<file path="config.mk">
export PLATFORM = sky130hd
export DESIGN_NAME = msi_cpu_controller
export DESIGN_NICKNAME = d
export VERILOG_FILES = /design/src/rtl/msi_pkg.sv /design/src/rtl/msi_line_store.sv /design/src/rtl/msi_cpu_controller.sv
export SDC_FILE = /design/constraint.sdc
export NUM_CORES = 1
export LEC_CHECK = 0
export ABC_CLOCK_PERIOD_IN_PS = 5600
export BUFFER_PORTS_ARGS = -buffer_cell sky130_fd_sc_hd__buf_2
export CAP_MARGIN = 10
export CORE_UTILIZATION = 63
export DETAILED_ROUTE_END_ITERATION = 12
export PLACE_DENSITY = 0.86
export SYNTH_ARGS = -nofsm -noshare
export SYNTH_HDL_FRONTEND = slang
export SYNTH_SLANG_ARGS = --single-unit
</file>
<file path="constraint.sdc">
create_clock -name clock -period 5.6 [get_ports clock]
set_input_delay 0.56 -clock clock [delete_from_list [all_inputs] [get_ports clock]]
set_output_delay 0.56 -clock clock [all_outputs]
set_load 0.03 [all_outputs]
</file>
<file path="src/rtl/msi_pkg.sv">
// Shared encodings for the MSI cache controller: line states, bus operations, FSM states.
package msi_pkg;

  localparam logic [1:0] LS_INVALID   = 2'b00;
  localparam logic [1:0] LS_EXCLUSIVE = 2'b01;
  localparam logic [1:0] LS_SHARED    = 2'b10;

  localparam logic [1:0] OP_READ_MISS  = 2'b00;
  localparam logic [1:0] OP_WRITE_MISS = 2'b01;
  localparam logic [1:0] OP_INVALIDATE = 2'b10;
  localparam logic [1:0] OP_WRITE_BACK = 2'b11;

  typedef enum logic [1:0] {
    ST_IDLE = 2'b00,
    ST_WB   = 2'b01,
    ST_REQ  = 2'b10,
    ST_ACK  = 2'b11
  } fsm_state_t;

endpackage

</file>
<file path="src/rtl/msi_line_store.sv">
// Tag/state arrays of the direct-mapped cache: two combinational read ports,
// a snoop write port and an own write port that wins on the same index.
module msi_line_store
  import msi_pkg::*;
#(
  parameter int NUM_LINES = 4,
  parameter int IDX_W     = 2,
  parameter int TAG_W     = 6
) (
  input  logic             clock,
  input  logic             reset,
  input  logic [IDX_W-1:0] cpu_idx,
  output logic [TAG_W-1:0] cpu_tag,
  output logic [1:0]       cpu_state,
  input  logic [IDX_W-1:0] snp_idx,
  output logic [TAG_W-1:0] snp_tag,
  output logic [1:0]       snp_state,
  input  logic             snp_we,
  input  logic [IDX_W-1:0] snp_widx,
  input  logic [1:0]       snp_wstate,
  input  logic             own_we,
  input  logic [IDX_W-1:0] own_widx,
  input  logic [TAG_W-1:0] own_wtag,
  input  logic [1:0]       own_wstate
);

  logic [TAG_W-1:0] tags   [NUM_LINES];
  logic [1:0]       states [NUM_LINES];

  assign cpu_tag   = tags[cpu_idx];
  assign cpu_state = states[cpu_idx];
  assign snp_tag   = tags[snp_idx];
  assign snp_state = states[snp_idx];

  always_ff @(posedge clock or posedge reset) begin
    if (reset) begin
      for (int i = 0; i < NUM_LINES; i++) begin
        tags[i]   <= '0;
        states[i] <= LS_INVALID;
      end
    end else begin
      for (int i = 0; i < NUM_LINES; i++) begin
        // Own completion overrides a snoop update landing on the same line.
        if (own_we && own_widx == IDX_W'(i)) begin
          tags[i]   <= own_wtag;
          states[i] <= own_wstate;
        end else if (snp_we && snp_widx == IDX_W'(i)) begin
          states[i] <= snp_wstate;
        end
      end
    end
  end

endmodule

</file>
<file path="src/rtl/msi_cpu_controller.sv">
// CPU-side MSI controller: turns CPU requests into bus operations with a req/gnt
// handshake and applies snooped bus traffic to the local line states.
module msi_cpu_controller
  import msi_pkg::*;
#(
  parameter int NUM_LINES = 4,
  parameter int ADDR_W    = 8
) (
  input  logic              clock,
  input  logic              reset,
  input  logic              cpu_req,
  input  logic              cpu_we,
  input  logic [ADDR_W-1:0] cpu_addr,
  output logic              cpu_ack,
  output logic [1:0]        cpu_line_state,
  output logic              bus_req,
  output logic [1:0]        bus_op,
  output logic [ADDR_W-1:0] bus_addr,
  input  logic              bus_gnt,
  input  logic              snoop_valid,
  input  logic [1:0]        snoop_op,
  input  logic [ADDR_W-1:0] snoop_addr,
  output logic              snoop_flush
);

  localparam int IDX_W = $clog2(NUM_LINES);
  localparam int TAG_W = ADDR_W - IDX_W;

  fsm_state_t state_q, state_d;

  logic [1:0]        miss_op_q;
  logic [ADDR_W-1:0] req_addr_q;
  logic [1:0]        bus_op_q;
  logic [ADDR_W-1:0] bus_addr_q;
  logic              flush_q;

  logic [IDX_W-1:0] cpu_idx, snp_idx, req_idx;
  logic [TAG_W-1:0] cpu_tag_in, snp_tag_in;
  logic [TAG_W-1:0] line_tag, snp_line_tag;
  logic [1:0]       line_state, snp_line_state;

  logic             hit, victim_dirty;
  logic [1:0]       req_op;

  logic             snp_match, snp_we, flush_d, kill_same, wb_snooped;
  logic [1:0]       snp_wstate;

  logic             own_we;
  logic [TAG_W-1:0] own_wtag;
  logic [1:0]       own_wstate;

  assign cpu_idx    = cpu_addr[IDX_W-1:0];
  assign cpu_tag_in = cpu_addr[ADDR_W-1:IDX_W];
  assign snp_idx    = snoop_addr[IDX_W-1:0];
  assign snp_tag_in = snoop_addr[ADDR_W-1:IDX_W];
  assign req_idx    = req_addr_q[IDX_W-1:0];

  msi_line_store #(
    .NUM_LINES(NUM_LINES),
    .IDX_W    (IDX_W),
    .TAG_W    (TAG_W)
  ) u_store (
    .clock     (clock),
    .reset     (reset),
    .cpu_idx   (cpu_idx),
    .cpu_tag   (line_tag),
    .cpu_state (line_state),
    .snp_idx   (snp_idx),
    .snp_tag   (snp_line_tag),
    .snp_state (snp_line_state),
    .snp_we    (snp_we),
    .snp_widx  (snp_idx),
    .snp_wstate(snp_wstate),
    .own_we    (own_we),
    .own_widx  (req_idx),
    .own_wtag  (own_wtag),
    .own_wstate(own_wstate)
  );

  assign cpu_line_state = (line_tag == cpu_tag_in) ? line_state : LS_INVALID;
  assign hit            = (line_tag == cpu_tag_in) && (line_state != LS_INVALID);
  assign victim_dirty   = (line_state == LS_EXCLUSIVE) && (line_tag != cpu_tag_in);
  assign req_op         = !cpu_we ? OP_READ_MISS : (hit ? OP_INVALIDATE : OP_WRITE_MISS);

  // Snoop decode, active in every FSM state.
  assign snp_match = snoop_valid && (snp_line_tag == snp_tag_in) &&
                     (snp_line_state != LS_INVALID);

  always_comb begin
    snp_we     = 1'b0;
    snp_wstate = snp_line_state;
    flush_d    = 1'b0;
    if (snp_match) begin
      case (snoop_op)
        OP_READ_MISS: if (snp_line_state == LS_EXCLUSIVE) begin
          snp_we = 1'b1; snp_wstate = LS_SHARED; flush_d = 1'b1;
        end
        OP_WRITE_MISS: begin
          snp_we     = 1'b1;
          snp_wstate = LS_INVALID;
          flush_d    = (snp_line_state == LS_EXCLUSIVE);
        end
        OP_INVALIDATE: if (snp_line_state == LS_SHARED) begin
          snp_we = 1'b1; snp_wstate = LS_INVALID;
        end
        default: ;
      endcase
    end
  end

  assign kill_same  = snp_we && (snp_wstate == LS_INVALID) && (snp_idx == req_idx);
  // A snooped miss on the dirty victim already flushed it, so our write-back is moot.
  assign wb_snooped = flush_d && (snp_idx == req_idx);

  always_ff @(posedge clock or posedge reset) begin
    if (reset) state_q <= ST_IDLE;
    else       state_q <= state_d;
  end

  always_comb begin
    state_d = state_q;
    case (state_q)
      ST_IDLE: if (cpu_req) begin
        if (hit && (!cpu_we || line_state == LS_EXCLUSIVE)) state_d = ST_ACK;
        else if (victim_dirty)                              state_d = ST_WB;
        else                                                state_d = ST_REQ;
      end
      ST_WB:   if (bus_gnt || wb_snooped) state_d = ST_REQ;
      ST_REQ:  if (bus_gnt) state_d = ST_ACK;
      ST_ACK:  state_d = ST_IDLE;
      default: state_d = ST_IDLE;
    endcase
  end

  always_comb begin
    bus_req     = (state_q == ST_WB) || (state_q == ST_REQ);
    bus_op      = bus_op_q;
    bus_addr    = bus_addr_q;
    cpu_ack     = (state_q == ST_ACK);
    snoop_flush = flush_q;
    own_we      = 1'b0;
    own_wtag    = req_addr_q[ADDR_W-1:IDX_W];
    own_wstate  = LS_INVALID;
    if (state_q == ST_WB && bus_gnt) begin
      own_we   = 1'b1;
      own_wtag = bus_addr_q[ADDR_W-1:IDX_W];
    end else if (state_q == ST_REQ && bus_gnt) begin
      own_we     = 1'b1;
      own_wstate = (bus_op_q == OP_READ_MISS) ? LS_SHARED : LS_EXCLUSIVE;
    end
  end

  always_ff @(posedge clock or posedge reset) begin
    if (reset) begin
      miss_op_q  <= OP_READ_MISS;
      req_addr_q <= '0;
      bus_op_q   <= OP_READ_MISS;
      bus_addr_q <= '0;
      flush_q    <= 1'b0;
    end else begin
      flush_q <= flush_d;
      if (state_q == ST_IDLE && cpu_req && state_d != ST_ACK) begin
        req_addr_q <= cpu_addr;
        miss_op_q  <= req_op;
        if (victim_dirty) begin
          bus_op_q   <= OP_WRITE_BACK;
          bus_addr_q <= {line_tag, cpu_idx};
        end else begin
          bus_op_q   <= req_op;
          bus_addr_q <= cpu_addr;
        end
      end else if (state_q == ST_WB && (bus_gnt || wb_snooped)) begin
        bus_op_q   <= miss_op_q;
        bus_addr_q <= req_addr_q;
      end else if (state_q == ST_REQ && !bus_gnt &&
                   bus_op_q == OP_INVALIDATE && kill_same) begin
        // Our shared copy was killed before the upgrade was granted.
        bus_op_q <= OP_WRITE_MISS;
      end
    end
  end

endmodule

</file>
==> results.md, run 1 <==
* Synth async-reset ratio at 1.00
* Number of vias per cell at between 6 and 7
* Reg2Reg Depth at 8
* Mapped Cells at between 200 and 300
* Starting DRT DRC Count at 197
* Cell family with most CP delay: compound AO/OA/AOI/OAI gates
* Worst-path cell chain: buf_2 > mux4_1 > xnor2_1 > o2111ai_2 > o21ai_0 > o311ai_1 > o311ai_4 > buf_4 > mux2i_1
* Post-Route Setup TNS at 0 ns
* Commonest non-fill, non-tap cell in the layout: dfrtp_1
* Vias in the first global route at about 2500
* Hold Vio Cnt, Final at 0
* Power Dens Cells at ~530 nW/um^2
* Row count at 26
* Nets at approximately 360
* Peak VDD IR at roughly 0.28 mV
* Layout Skew at ~0.01 ns
* Synth Net Count at 323
* Main flop type after synthesis: dfrtp_1
* Levels on crit path at 9
* Routed WL at 7540 um
* Die height at around 75 um
* X dimension of the die at between 70 and 80 um
* RSZ-0062 raised after global routing: false
* Tmin final at approximately 3.9 ns
* CP required at roughly 5.9 ns
* Status: finished, final reports clean
* Core Region at a little over 5000 um^2
* First-pass GRT wire length at 12100 um
* Most frequent cells in the layout: 55 x dfrtp_1, 38 x buf_2, 33 x mux2i_1
* Inserted Clock Buffers at 5
* Area growth from synthesis to layout at 10.0%
* Starting Density at 0.656
* YS warnings at 0
* Cell area after synthesis at roughly 3400 um^2
* Vias post-DR at roughly 2500
* H-tree lvl count at 2
* Worst-margin pin slew at approximately 1.2 ns
* XOR/XNOR Fraction of Synth Area at 0.0431
* CP max-delay cell: o311ai_4
* Io pins at 39
* Final Cell Area at between 3000 and 4000 um^2
* Worst EP arrival at between 4 and 5 ns
* # diodes at 0
* Largest net degree at the start of global routing at 56
* Initial antenna violation count at 0
* Tcrit/Tclk final at 0.691
* Post-synthesis adder-cell area fraction at 0.0186
* Syn Area/Cell at between 10 and 15 um^2
* Setup WS post-layout at about 1.7 ns
* # DRC at 0
* Setup WS pre-CTS at 1.47 ns
* Overall Global Routing Usage at 0.292
* Synth Area in Compound Gates at 0.103
* Worst Path Buf+Inv at 2
* Max-slew headroom at the worst pin at 0.167
* Max incr delay on CP at approximately 1.1 ns
* Crit-path max FO at 19
* Critical path launch point type: input port
* Die area at about 5600 um^2
* # setup viols final at 0
* # port buffers at 38
* Maximum clock frequency at between 200 and 300 MHz
* Maximum clock path buffer count at 2
* Seq/Total Area, Yosys at 0.408
* Mux cell area share after synthesis at 0.276
* Final Max Tran Viols at 0
* Root Buffer: clkbuf_8
* Type of the most critical hold path: in -> async
* Layout cells sized above 1 at 0.281
* Antenna Nets Post-Route at 0
* Gpl congestion at approximately 0.84
* Placed cell areas at roughly 3600 um^2
* Type of the worst setup path: in -> reg
* Hold_buf cts at 0
* CTS Sinks at 55
* Area share of and/or/nand/nor cells after synthesis at 0.113
* Gates resized, CTS repair at 0
* Wirelength per Cell at between 15 and 20 um
* Total power at around 2.0 mW
* Detailed Place HPWL at around 5300 um
* Grt ovf at 0
* Synth cell types at 50
* Leakage at roughly 1.7 nW
* Initial DRT Pass Iterations at 4
* Later-pin clock latency in the skew report at 0.32 ns
* EDFF count, synth at 0
* Worst setup EP type: register
* Clk slew on worst S/H paths at between 0.1 and 0.15 ns
* Largest family of logic cells by synthesized area: multiplexers
* CTS tree: yes
* Yosys reg bits at 55
* Number of max-cap violations at 0
* Setup Fix Bufs, Post-CTS at 0
per-stage QoR:
step,hold WS [ns],utilization,instances
after floorplan,0.458,-,294
after global placement,0.484,0.703,392
after detailed placement,0.493,0.703,392
after CTS,0.452,0.720,400
after global routing,0.490,0.722,401
final,0.427,0.722,401
power breakdown:
group,total (mW),switching [mW],internal [mW],leakage [nW]
clock network,0.226,0.136,0.0902,0.0454
logic,1.02,0.553,0.465,0.992
registers,0.740,0.159,0.581,0.665
total,1.98,0.848,1.14,1.70
cell families (layout without fill, tap and decap cells):
group | count (synthesis) | count (layout)
AOI/OAI and AO/OA | 55 | 55
xor gates and xnor gates | 14 | 14
adders and majority gates | 5 | 5
buffers and inverters | 25 | 62
DFF | 55 | 55
muxes | 65 | 65
and+or+nand+nor | 75 | 75
cell type report:
| class | instances | area [um^2] |
|---|---|---|
| flip-flops and latches | 55 | 1380 |
| multi-input cells | 214 | 1880 |
| clock buffers | 6 | 72.6 |
| repair buffers | 45 | 243 |
| fillers | 391 | 1430 |
| well taps | 70 | 87.6 |
| inverters | 9 | 33.8 |
| clock inverters | 2 | 17.5 |
worst reg2reg max path, cell delays in order (launching register included):
cell and delay (ns):
dfrtp_1 0.41, mux4_1 0.53, xnor2_1 0.21, o2111ai_2 0.26, o21ai_0 0.31, o311ai_1 0.27, o311ai_4 1.11, buf_4 0.28
mux2i_1 0.17
flip-flops by register name, indices dropped and copies added, names as in the netlist:
register	count
req_addr_q	8
u_store.tags	24
snoop_flush	1
miss_op_q	2
state_q	2
u_store.states	8
bus_op	2
bus_addr	8
final timing paths:
path,start,end,slack [ns]
worst min register to register,u_store.tags[5],u_store.tags[5],0.51
max in group asynchronous,reset,state_q[0],4.69
min in group clock,snoop_op[1],snoop_flush,0.47
worst max-delay path,snoop_addr[0],bus_addr[5],1.73
worst min-delay path,reset,u_store.states[4],0.43
worst max register to register,u_store.tags[13],bus_addr[5],1.98
per-layer routing:
layer	track usage	wire length [um]
met1	0.405	3210
met2	0.465	3630
met3	0.0455	548
met4	0.117	159
met5	0	0
synth_stat cells, types with 2 or more instances:
master / instances / area (um^2)
nand4_1: 2 / 12.5
mux2i_1: 33 / 330
nand4b_1: 2 / 17.5
o21ai_1: 2 / 10.0
nor3_1: 2 / 10.0
clkbuf_1: 5 / 18.8
xnor2_2: 3 / 48.8
mux2_2: 3 / 33.8
nor2_1: 28 / 105
or3_1: 2 / 12.5
xnor2_1: 11 / 96.3
dfrtp_1: 55 / 1380
mux4_1: 3 / 78.8
inv_1: 9 / 33.8
o21ai_0: 16 / 80.1
and2_1: 2 / 12.5
a21oi_1: 22 / 110
buf_6: 3 / 33.8
o2111ai_1: 2 / 17.5
nor4_1: 3 / 18.8
nand2_1: 20 / 75.1
nor2b_1: 2 / 12.5
or2_2: 2 / 12.5
buf_2: 4 / 20.0
mux4_2: 13 / 293
buf_1: 2 / 7.51
o31ai_1: 2 / 15.0
ha_1: 5 / 62.6
mux2_4: 13 / 195
nand2b_1: 2 / 12.5
o22ai_1: 2 / 12.5
(Power assumes the default switching activity.)
==> run 2, diff against run 1 <==
Settings changed: ABC_CLOCK_PERIOD_IN_PS 5600 to 3400, CORE_UTILIZATION 63 to 53, PLACE_DENSITY 0.86 to 0.77.
Clock period 5.6 ns to 3.4 ns, I/O delays scaled along.
==> run 2 against run 1 <==
  * Register-to-register slack worse by 1.5 ns
  * First-iteration DRC count fell by 24%
  * Largest power group unchanged
  * Count of clock-buffer cells in the layout increased by 1
  * Routed wire length decreased by 0.54%
  * Non-clock buffer count increased by 2
  * Die area increased by 18%
  * Design area up 1.3%
  * Critical path depth is the same
  * Clock power increased by 78%
  * Combinational power rose by 66%
==> results.md, run 2 (synthesis gave the netlist of run 1 again) <==
* Number of max-cap violations at 0 (unchanged)
* Reg2Reg Depth at 8 (unchanged)
* Type of the worst setup path: in -> reg (unchanged)
* # DRC at 0 (unchanged)
* Maximum clock path buffer count at 2 (unchanged)
* Tmin final at ~3 ns
* Gpl congestion at 0.886 (was 0.836)
* Status: finished, final reports clean (unchanged)
* Inserted Clock Buffers at 5 (unchanged)
* Smallest hold slack at 0.191 ns (was 0.427 ns)
* Setup Fix Bufs, Post-CTS at 0 (unchanged)
* Critical path launch point type: input port (unchanged)
* Detailed Place HPWL at 5580 um (was 5320 um)
* # port buffers at 38 (unchanged)
* Type of the most critical hold path: in -> async (unchanged)
* Routed WL at 7500 um (was 7540 um)
* Power Dens Cells at 879 nW/um^2 (was 535 nW/um^2)
* Vias post-DR at 2442 (was 2540)
* Layout cells sized above 1 at 0.288 (was 0.281)
* Most frequent cells in the layout: 55 x dfrtp_1, 38 x buf_2, 33 x mux2i_1 (unchanged)
* Initial antenna violation count at 0 (unchanged)
* CTS Sinks at 55 (unchanged)
* Row count at 28 (was 26)
* Die height at 81.8 um (was 75.1 um)
* # setup viols final at 0 (unchanged)
* RSZ-0062 raised after global routing: false (unchanged)
* Grt ovf at 0 (unchanged)
* Core Region at 6030 um^2 (was 5140 um^2)
* Hold_buf cts at 0 (unchanged)
* Antenna Nets Post-Route at 0 (unchanged)
* Worst R2R Start: u_store.states[1] (was u_store.tags[13])
* Largest net degree at the start of global routing at 42 (was 56)
* Area growth from synthesis to layout at 11.4% (was 10.0%)
* Starting Density at 0.559 (was 0.656)
* Root Buffer: clkbuf_8 (unchanged)
* Max incr delay on CP at 0.62 ns (was 1.11 ns)
* Max-slew headroom at the worst pin at 0.427 (was 0.167)
* First-pass GRT wire length at 12000 um (was 12100 um)
* Worst-path cell chain: buf_2 > mux4_2 > nand2b_1 > or3_1 > or3_1 > a41oi_2 > o311ai_4 > buf_12 > mux2_4 (was buf_2 > mux4_1 > xnor2_1 > o2111ai_2 > o21ai_0 > o311ai_1 > o311ai_4 > buf_4 > mux2i_1)
* Peak VDD IR at 0.538 mV (was 0.276 mV)
* Overall Global Routing Usage at 0.247 (was 0.292)
* Layout Skew at 0.00835 ns (was 0.0101 ns)
* Largest Register: u_store.tags (unchanged)
* Worst setup EP type: register (unchanged)
* CP required at 3.60 ns (was 5.85 ns)
* CP max-delay cell: mux4_2 (was o311ai_4)
* Worst EP arrival at 3.11 ns (was 4.12 ns)
* Vias in the first global route at 2369 (was 2544)
* Hold Vio Cnt, Final at 0 (unchanged)
* Worst-margin pin slew at 0.858 ns (was 1.25 ns)
* Commonest non-fill, non-tap cell in the layout: dfrtp_1 (unchanged)
* Final Max Tran Viols at 0 (unchanged)
* Crit path launch: snoop_addr[0] (unchanged)
* Leakage at 1.72 nW (was 1.70 nW)
* Tcrit/Tclk final at 0.857
* X dimension of the die at 81.8 um (was 75.1 um)
* Die area at 6680 um^2 (was 5650 um^2)
* Number of vias per cell at 5.99 (was 6.33)
* Most used cell, CP: or3_1
* Maximum clock frequency at about 340 MHz
* Clk slew on worst S/H paths at 0.10 ns (was 0.11 ns)
* H-tree lvl count at 2 (unchanged)
* Starting DRT DRC Count at 149 (was 197)
* Crit-path max FO at 20 (was 19)
* Later-pin clock latency in the skew report at 0.31 ns (was 0.32 ns)
* CTS tree: yes (unchanged)
* Io pins at 39 (unchanged)
* Max reg flops at 24 (unchanged)
* Post-Route Setup TNS at 0 ns (unchanged)
* Initial DRT Pass Iterations at 4 (unchanged)
* Wirelength per Cell at 18.4 um (was 18.8 um)
* Nets at 361 (was 359)
* # diodes at 0 (unchanged)
* Gates resized, CTS repair at 0 (unchanged)
## run 2: cell types whose count changed in the layout (fill, tap and decap cells not counted), sizes merged
| cell | delta |
|---|---|
| clkinv | -2 |
| buf | +2 |
| clkbuf | +1 |
| clkinvlp | +1 |
## run 2: area by class of cell
type                       count  area, um^2
multi-input combinational    214        1880
clock buffer                   7        96.3
sequential                    55        1380
inverter                       9        33.8
tap                           75        93.8
timing repair buffer          47         270
fill                         498        2270
clock inverter                 1        7.51
## run 2: through the flow
| step | worst slack, ns | util | area (um^2) | total power, mW | cells |
|---|---|---|---|---|---|
| 3_5_place_dp | 0.146 | 0.606 | 3650 | 2.91 | 400 |
| 4_1_cts | 0.491 | 0.623 | 3760 | 3.31 | 408 |
| 6_report | 0.486 | 0.623 | 3760 | 3.30 | 408 |
| 5_1_grt | 0.337 | 0.623 | 3760 | 3.54 | 408 |
| 2_1_floorplan | 0.514 | - | 3370 | 2.47 | 294 |
| 3_3_place_gp | 0.241 | 0.606 | 3650 | 2.83 | 400 |
## run 2: power by group
group	switching (mW)	internal, mW
clock	0.216	0.186
sequential	0.256	0.957
combinational	0.908	0.778
## run 2: final timing paths
check	to	slack [ns]
setup / recovery	req_addr_q[6]	0.49
hold / removal	u_store.states[6]	0.19
setup reg to reg	req_addr_q[6]	0.49
hold reg to reg	u_store.tags[3]	0.52
max in group asynchronous	req_addr_q[2]	2.47
min in group clock	snoop_flush	0.26
## run 2: critical path, delay by kind of cell
kind	cells	cell delay, ns
mux	2	0.93
buf+inv	2	0.51
simple gates	3	0.92
compound gates	2	0.41
## run 2: layer usage
| layer | global-route usage | vias to the layer above | wire, um | share of wire |
|---|---|---|---|---|
| li1 | - | 1155 | - | - |
| met1 | 0.335 | 1220 | 3420 | 0.46 |
| met2 | 0.393 | 58 | 3660 | 0.49 |
| met3 | 0.0533 | 9 | 320 | 0.043 |
| met4 | 0.0772 | 0 | 93 | 0.012 |
| met5 | 0 | - | 0 | 0 |
